## config.mk

```make
export PLATFORM = sky130hd
export DESIGN_NAME = axi8_lite_master
export DESIGN_NICKNAME = d
export VERILOG_FILES = /design/src/rtl/axi8_lite_master.sv
export SDC_FILE = /design/constraint.sdc
export NUM_CORES = 1
export LEC_CHECK = 0
export ABC_AREA = 0
export CELL_PAD_IN_SITES_DETAIL_PLACEMENT = 0
export CELL_PAD_IN_SITES_GLOBAL_PLACEMENT = 1
export CORE_UTILIZATION = 34
export CTS_CLUSTER_SIZE = 25
export DETAILED_ROUTE_END_ITERATION = 7
export PLACE_DENSITY = 0.84
export SYNTH_ARGS = -nofsm -noshare
export SYNTH_HDL_FRONTEND = slang
export SYNTH_SLANG_ARGS = --single-unit
```

## constraint.sdc

```tcl
create_clock -name clk -period 2.05 [get_ports clk]
set_input_delay 0.3075 -clock clk [delete_from_list [all_inputs] [get_ports clk]]
set_output_delay 0.3075 -clock clk [all_outputs]
set_load 0.1 [all_outputs]
```

## src/rtl/axi8_lite_master.sv

```systemverilog
// Single-byte AXI-lite-style initiator: a command in, AW/W/B or AR/R handshakes on the pins,
// and a response out. A per-phase timeout makes sure an absent target cannot stall it.
module axi8_lite_master #(
    parameter int unsigned TIMEOUT_CYCLES = 255
) (
    input  logic       clk,
    input  logic       rst_n,
    input  logic       cmd_valid,
    output logic       cmd_ready,
    input  logic       cmd_write,
    input  logic       cmd_addr,
    input  logic [7:0] cmd_wdata,
    output logic       rsp_valid,
    input  logic       rsp_ready,
    output logic [7:0] rsp_rdata,
    output logic       rsp_err,
    output logic       m_awvalid,
    input  logic       m_awready,
    output logic       m_wvalid,
    input  logic       m_wready,
    input  logic       m_bvalid,
    output logic       m_bready,
    output logic       m_arvalid,
    input  logic       m_arready,
    input  logic       m_rvalid,
    output logic       m_rready,
    output logic       m_addr,
    output logic       m_wstrb,
    output logic [7:0] m_wdata,
    input  logic [7:0] m_rdata
);

    typedef enum logic [2:0] {
        IDLE,
        WR_AW_W,
        WR_B,
        RD_AR,
        RD_R,
        RSP
    } state_t;

    localparam logic [7:0] TO_LAST = 8'(TIMEOUT_CYCLES - 1);

    state_t     state_q, state_d;
    logic       aw_done_q, aw_done_d;
    logic       w_done_q, w_done_d;
    logic [7:0] cnt_q, cnt_d;
    logic       addr_q, addr_d;
    logic [7:0] wdata_q, wdata_d;
    logic [7:0] rdata_q, rdata_d;
    logic       err_q, err_d;
    logic       timeout;
    logic       abort;

    // Last wait cycle of a phase: abort unless the phase completes on this same edge.
    assign timeout = (cnt_q == TO_LAST);

    always_ff @(posedge clk) begin
        if (!rst_n) begin
            state_q   <= IDLE;
            aw_done_q <= 1'b0;
            w_done_q  <= 1'b0;
            cnt_q     <= '0;
            addr_q    <= 1'b0;
            wdata_q   <= '0;
            rdata_q   <= '0;
            err_q     <= 1'b0;
        end else begin
            state_q   <= state_d;
            aw_done_q <= aw_done_d;
            w_done_q  <= w_done_d;
            cnt_q     <= cnt_d;
            addr_q    <= addr_d;
            wdata_q   <= wdata_d;
            rdata_q   <= rdata_d;
            err_q     <= err_d;
        end
    end

    always_comb begin
        state_d   = state_q;
        aw_done_d = aw_done_q;
        w_done_d  = w_done_q;
        cnt_d     = cnt_q;
        addr_d    = addr_q;
        wdata_d   = wdata_q;
        rdata_d   = rdata_q;
        err_d     = err_q;
        abort     = 1'b0;

        unique case (state_q)
            IDLE: begin
                if (cmd_valid) begin
                    addr_d    = cmd_addr;
                    wdata_d   = cmd_wdata;
                    rdata_d   = '0;
                    err_d     = 1'b0;
                    cnt_d     = '0;
                    aw_done_d = 1'b0;
                    w_done_d  = 1'b0;
                    state_d   = cmd_write ? WR_AW_W : RD_AR;
                end
            end
            WR_AW_W: begin
                aw_done_d = aw_done_q | m_awready;
                w_done_d  = w_done_q | m_wready;
                if (aw_done_d && w_done_d) begin
                    state_d = WR_B;
                    cnt_d   = '0;
                end else if (timeout) begin
                    abort = 1'b1;
                end else begin
                    cnt_d = cnt_q + 8'd1;
                end
            end
            WR_B: begin
                if (m_bvalid) begin
                    state_d = RSP;
                    cnt_d   = '0;
                end else if (timeout) begin
                    abort = 1'b1;
                end else begin
                    cnt_d = cnt_q + 8'd1;
                end
            end
            RD_AR: begin
                if (m_arready) begin
                    state_d = RD_R;
                    cnt_d   = '0;
                end else if (timeout) begin
                    abort = 1'b1;
                end else begin
                    cnt_d = cnt_q + 8'd1;
                end
            end
            RD_R: begin
                if (m_rvalid) begin
                    rdata_d = m_rdata;
                    state_d = RSP;
                    cnt_d   = '0;
                end else if (timeout) begin
                    abort = 1'b1;
                end else begin
                    cnt_d = cnt_q + 8'd1;
                end
            end
            RSP: begin
                if (rsp_ready) begin
                    state_d = IDLE;
                    addr_d  = 1'b0;
                    wdata_d = '0;
                end
            end
            default: state_d = IDLE;
        endcase

        if (abort) begin
            state_d = RSP;
            cnt_d   = '0;
            err_d   = 1'b1;
            rdata_d = '0;
        end
    end

    // Every pin output comes from state or registers, never from a target input.
    assign cmd_ready = (state_q == IDLE);
    assign rsp_valid = (state_q == RSP);
    assign m_awvalid = (state_q == WR_AW_W) && !aw_done_q;
    assign m_wvalid  = (state_q == WR_AW_W) && !w_done_q;
    assign m_wstrb   = (state_q == WR_AW_W);
    assign m_bready  = (state_q == WR_B);
    assign m_arvalid = (state_q == RD_AR);
    assign m_rready  = (state_q == RD_R);
    assign m_addr    = addr_q;
    assign m_wdata   = wdata_q;
    assign rsp_rdata = rdata_q;
    assign rsp_err   = err_q;

endmodule

```

# Yosys cells after proc, flatten, opt, wreduce, memory -nomap -nowiden
# Cells that the tools add are included.
totals:
  reg_bits: 31
  input_bits: 27
classes:
  add_sub_neg: 1
  eq_ne: 18
  muxes: 35
  n_bitwise: 3
  n_reduce_logical: 20
ops:
  columns: ["cell", "n"]
  rows:
  - ["$mux W8", 9]
  - ["$pmux W8 S5", 1]
  - ["$pmux W8 S2", 2]
  - ["$mux W3", 7]
  - ["$pmux W3 S6", 1]
  - ["$reduce_and A6 Y1", 2]
  - ["$mux W1", 10]
  - ["$reduce_bool A2 Y1", 5]
  - ["$ne A3 B1 Y1 const B", 3]
  - ["$ne A3 B2 Y1 const B", 3]
  - ["$add A8 B1 Y8 const B", 1]
  - ["$eq A8 B8 Y1 const B", 1]
  - ["$eq A3 B2 Y1 const B", 2]
  - ["$eq A3 B3 Y1 const B", 2]
  - ["$ne A2 B1 Y1 const B", 3]
  - ["$ne A2 B2 Y1 const B", 3]
  - ["$pmux W1 S2", 3]
  - ["$reduce_and A2 Y1", 3]
  - ["$reduce_and A3 Y1", 2]
  - ["$reduce_bool A5 Y1", 1]
  - ["$pmux W1 S4", 1]
  - ["$eq A3 B1 Y1 const B", 1]
  - ["$logic_and A1 B1 Y1", 3]
  - ["$logic_not A3 Y1", 1]
  - ["5 further kinds", 7]

# Depth between registers and ports, before layout
# Gate-level depths: netlist (run 1).
depth:
  word_depth: 6
  mapped_depth: 8

# Least setup slack after synthesis (run 1)
# OpenSTA, ideal clock, no wires.
synth_timing:
  path_type: "reg2reg"
  startpoint: "register state_q[0]"
  endpoint: "register aw_done_q"
  setup_time_ps: 128
  arrival_ps: 3128
  t_required_ps: 1922
  slack_ps: -1206
  stages_incl_launch_ff: 7
  n_path_buf: 2
  synth_period_minus_slack_ps: 3256
  cell_sequence: "dfxtp_1 > buf_6 > buf_2 > nor3_1 > nand2_1 > a22oi_1 > nor2_1"
synth_between:
  elab_chain_len: 3
  elab_cells_between_ends: 6
synth_lines:
  columns: ["item", "line", "rtl"]
  rows:
  - ["start, declared", "44", "state_t state_q, state_d;"]
  - ["start signal, assigned", "69", "state_q <= state_d;"]
  - ["$logic_not A3 Y1 *", null, null]
  - ["net cmd_ready", "9", "output logic cmd_ready,"]
  - ["$ne A2 B2 Y1 (no source line) / $reduce_bool A2 Y1 (equally long branches)", null, null]
  - ["$reduce_and A2 Y1 (no source line)", null, null]
  - ["end signal, assigned", "70", "aw_done_q <= aw_done_d;"]
  - ["end, declared", "45", "logic aw_done_q, aw_done_d;"]
# The timed path passes the listed nets; every way through them passes the cells marked *.
# A chain may end at the register's enable or synchronous reset.

# Final worst setup path (run 1)
layout_timing:
  startpoint: "register state_q[0]"
  endpoint: "output port m_awvalid"
layout_between:
  elab_chain_len: 2
layout_lines:
  columns: ["item", "line", "rtl"]
  rows:
  - ["$eq A3 B1 Y1", "168", "assign m_awvalid = (state_q == WR_AW_W) && !aw_done_q;"]
  - ["$logic_and A1 B1 Y1", "168", null]
  - ["end, declared", "17", "output logic m_awvalid,"]
# Every way passes these cells.

==> results.md, run 1 <==
- Outcome: complete, no violations
- Required time reported for the critical path endpoint: 1740 ps
- Number of violations of the max-capacitance limit: 0
- Leakage: 0.957 nW
- Main combinational cell family by area after synthesis: compound AO/OA/AOI/OAI gates
- Number of H-tree levels: 2
- Die height: 72.3 µm
- Non-Filler Cell Area, Final: 2500 µm²
- Post-synth design cell area: 1680 µm²
- Tightest hold margin: about 450 ps
- Die Footprint: 5220 µm²
- DR vias/cell: approximately 5.3
- Most common cell after layout, fill and taps aside: buf_4
- Non-filler instance count after layout: 322
- Average size of a mapped cell: 8.66 µm²
- Critical Path, Cell by Cell: or3b_4 > nor2_1 > buf_12
- CP startpoint kind: flip-flop
- Total number of yosys warnings: 0
- Standard-cell row count: 25
- R2r startpoint: state_q[0]$_SDFFE_PN0P_
- Number of violations reported at the end of detailed-routing iteration 0: 91
- Classification of the worst-slack hold path: reg2reg
- Diodes inserted: 0
- Post-synth net total: 223
- Share of cells above drive strength 1: 0.259
- Number of fill cells in the layout: 441
- Share of cell area taken by muxes after synthesis: 0.00671
- Core occupancy in the finished layout: 0.530
- Peak fanout along the critical path: 5
- Vias: 1,716
- Number of cells on the worst reg-to-reg path: 5
- Flop-to-flop setup slack: ~220 ps
- Number of stages on the worst setup path: 3
- Placer congestion estimate: 0.799
- Peak supply drop: 0.998 mV
- CP max stage cell: or3b_4
- Hold_sp: rsp_rdata[6]$_SDFFE_PP0P_
- Worst slew pin tran: between 600 and 700 ps
- Cell at the root of the clock tree: clkbuf_8
- Synth unique cells: 49
- WHS Path Cells: 2
- Pwr Total: 3.50 mW
- Power Density: ~1400 nW/µm²
- Cell total after placement: 314
- Nets: approximately 280
- Post-placement cell area: 2390 µm²
- Worst Clk Skew: 3.33 ps
- Global-route wire length before repair: 7.51 mm
- Arrival time reported for the critical path endpoint: between 1500 and 2000 ps
- Resized cells post-CTS: 0
- Layout overhead on the synthesized area: 49.1%
- Number of buffers added by the clock tree synthesis step: 5
- Io pins: 53
- Count of clock tree sinks: 31
- Final worst-path cycle share: 0.921
- Flop and latch count out of synthesis: 31
- Final slew viol count: 0
- Dominant register cell in the synthesized netlist: dfxtp_1
- Core box area: 4720 µm²
- Crit-path max cell delay: ~450 ps
- Endpoints failing setup: 0
- Initial antenna violation count: 0
- Critical path endpoint category: primary output
- Dominant delay contributor by cell family on the critical path: simple AND/OR/NAND/NOR gates
- Synthesized-area fraction occupied by adder cells: 0.0149
- Max-Slew Margin vs Limit: 0.578
- Post-DP HPWL: 3.27 mm
- # Post-CTS Setup Buffers: 0
- Number of global-route vias before repair: 1,632
- Pre-antenna DRT Iters: 4
- Post-CTS Hold Fix Bufs: 0
- Largest net degree at the start of global routing: 15
- Synthesized-area fraction occupied by ao, oa, aoi and oai cells: 0.324
- Total overflow reported by the global router: 0
- Async SR Flop Fraction: 0
- Post-synthesis share of cell area spent on xor and xnor gates: 0
- Buffering stage count on the worst path with inverters included: 1
- WL per Instance: 14.0 µm
- Seq. cell area: 621 µm²
- IO Port Bufs: between 50 and 60
- Remaining design rule violation count: 0
- Die X: 72.3 µm
- Initial standard-cell utilization of the core: 0.355
- CTS tree: built
- Capturing point of the worst reg2reg path: state_q[0]$_SDFFE_PN0P_
- Critical Path End: m_awvalid
- Top library cells by usage in the layout, fill and taps aside: 33 x buf_4, 31 x dfxtp_1, 26 x clkdlybuf4s50_1
- Final wirelength: 4.52 mm
- Cells after synthesis: 194
- Start-to-end type of the worst setup path: reg2out
- Final min period: roughly 1900 ps
- Maximum clock frequency: between 500 and 600 MHz
- EDFF count, synth: 0
- Area used by multi-input combinational logic: between 900 and 1000 µm²
- Simple logic cell fraction of the synthesized area: 0.215
- Total global-route track usage: 0.184
- Clk Latency, worst-skew pair: between 200 and 300 ps
- Antenna viol nets, final: 0
- RSZ-0062 raised after global routing: no
- CTS max path bufs: 2
- Clock-pin transition on the worst setup and hold timing paths: 70 ps
- Source of the critical timing path: state_q[0]$_SDFFE_PN0P_
- Portion of the post-synthesis area used by sequential elements: 0.370
- Final hold viol count: 0
-- worst min-delay path by stage --
| stage | end | slack, ps |
|---|---|---|
| after detailed placement | rsp_rdata[7]$_SDFFE_PP0P_ | 450 |
| after floorplan | aw_done_q$_SDFFE_PN0P_ | 470 |
| after global routing | rsp_rdata[4]$_SDFFE_PP0P_ | 490 |
| after CTS | rsp_rdata[7]$_SDFFE_PP0P_ | 460 |
| final | rsp_rdata[6]$_SDFFE_PP0P_ | 450 |
| after global placement | rsp_rdata[6]$_SDFFE_PP0P_ | 450 |
-- synth_stat cells (2+ instances only) --
master / count / area, µm²
a21oi_1: 8 / 40.0
nand3_1: 2 / 10.0
a211oi_1: 10 / 75.1
buf_2: 3 / 15.0
a2111o_1: 2 / 22.5
and4_1: 2 / 17.5
dfxtp_1: 31 / 621
nand2_1: 18 / 67.6
a21o_1: 2 / 15.0
ha_1: 2 / 25.0
nand2b_1: 3 / 18.8
o2111ai_1: 2 / 17.5
inv_1: 6 / 22.5
and3_1: 3 / 18.8
buf_4: 2 / 15.0
buf_6: 3 / 33.8
o211ai_1: 17 / 128
o21ai_0: 3 / 15.0
nor2_1: 26 / 97.6
a22oi_1: 14 / 105
clkbuf_1: 7 / 26.3
-- worst register-to-register path, stage by stage, from the launching register on --
cell,delay (ps)
dfxtp_1,370
buf_4,190
or4b_4,550
o21ai_2,230
nor3b_1,120
a211o_1,280
-- through the flow --
step	setup slack, ps	TNS [ps]
after CTS	164	0
after detailed placement	45.0	0
after global placement	89.5	0
final	161	0
after global routing	110	0
after floorplan	-350	-3860
-- per-layer routing --
metal,up-vias,part of all wire,global-route usage
met3,7,0.050,0.0583
met2,47,0.47,0.287
met4,0,0.020,0.0697
met5,-,0,0
met1,814,0.46,0.239
li1,848,-,-
-- area by class of cell --
type | count | area share
clock buffers | 6 | 0.0330
multi-input cells | 141 | 0.386
well taps | 67 | 0.0335
repair buffers | 68 | 0.275
flip-flops and latches | 31 | 0.248
clock inverters | 2 | 0.0140
inverters | 7 | 0.0105
-- state kept, by name (all words and copies together), names as in the netlist --
register / flops
state_q: 3
rsp_err: 1
aw_done_q: 1
m_wdata: 8
w_done_q: 1
m_addr: 1
cnt_q: 8
rsp_rdata: 8
-- power by group --
part | internal [mW] | leakage (nW) | switching (mW)
Sequential | 0.707 | 0.252 | 0.105
Combinational | 0.693 | 0.644 | 1.36
Clock | 0.393 | 0.0612 | 0.243
Total | 1.79 | 0.957 | 1.71
-- kinds of logic (layout without fill, tap and decap cells) --
kind of cell / Yosys count / after routing
flip-flops: 31 / 31
buffers and inverters: 22 / 83
multiplexers: 1 / 1
AO/OA/AOI/OAI: 70 / 70
AND/OR/NAND/NOR: 68 / 68
adder cells (fa/ha/maj): 2 / 2
(Power assumes the default switching activity.)
==> run 2, diff against run 1 <==
ABC_CLOCK_PERIOD_IN_PS = 2050   (was default)
==> results of run 2 <==
Final layout, timing and power as in run 1 (identical DEF).
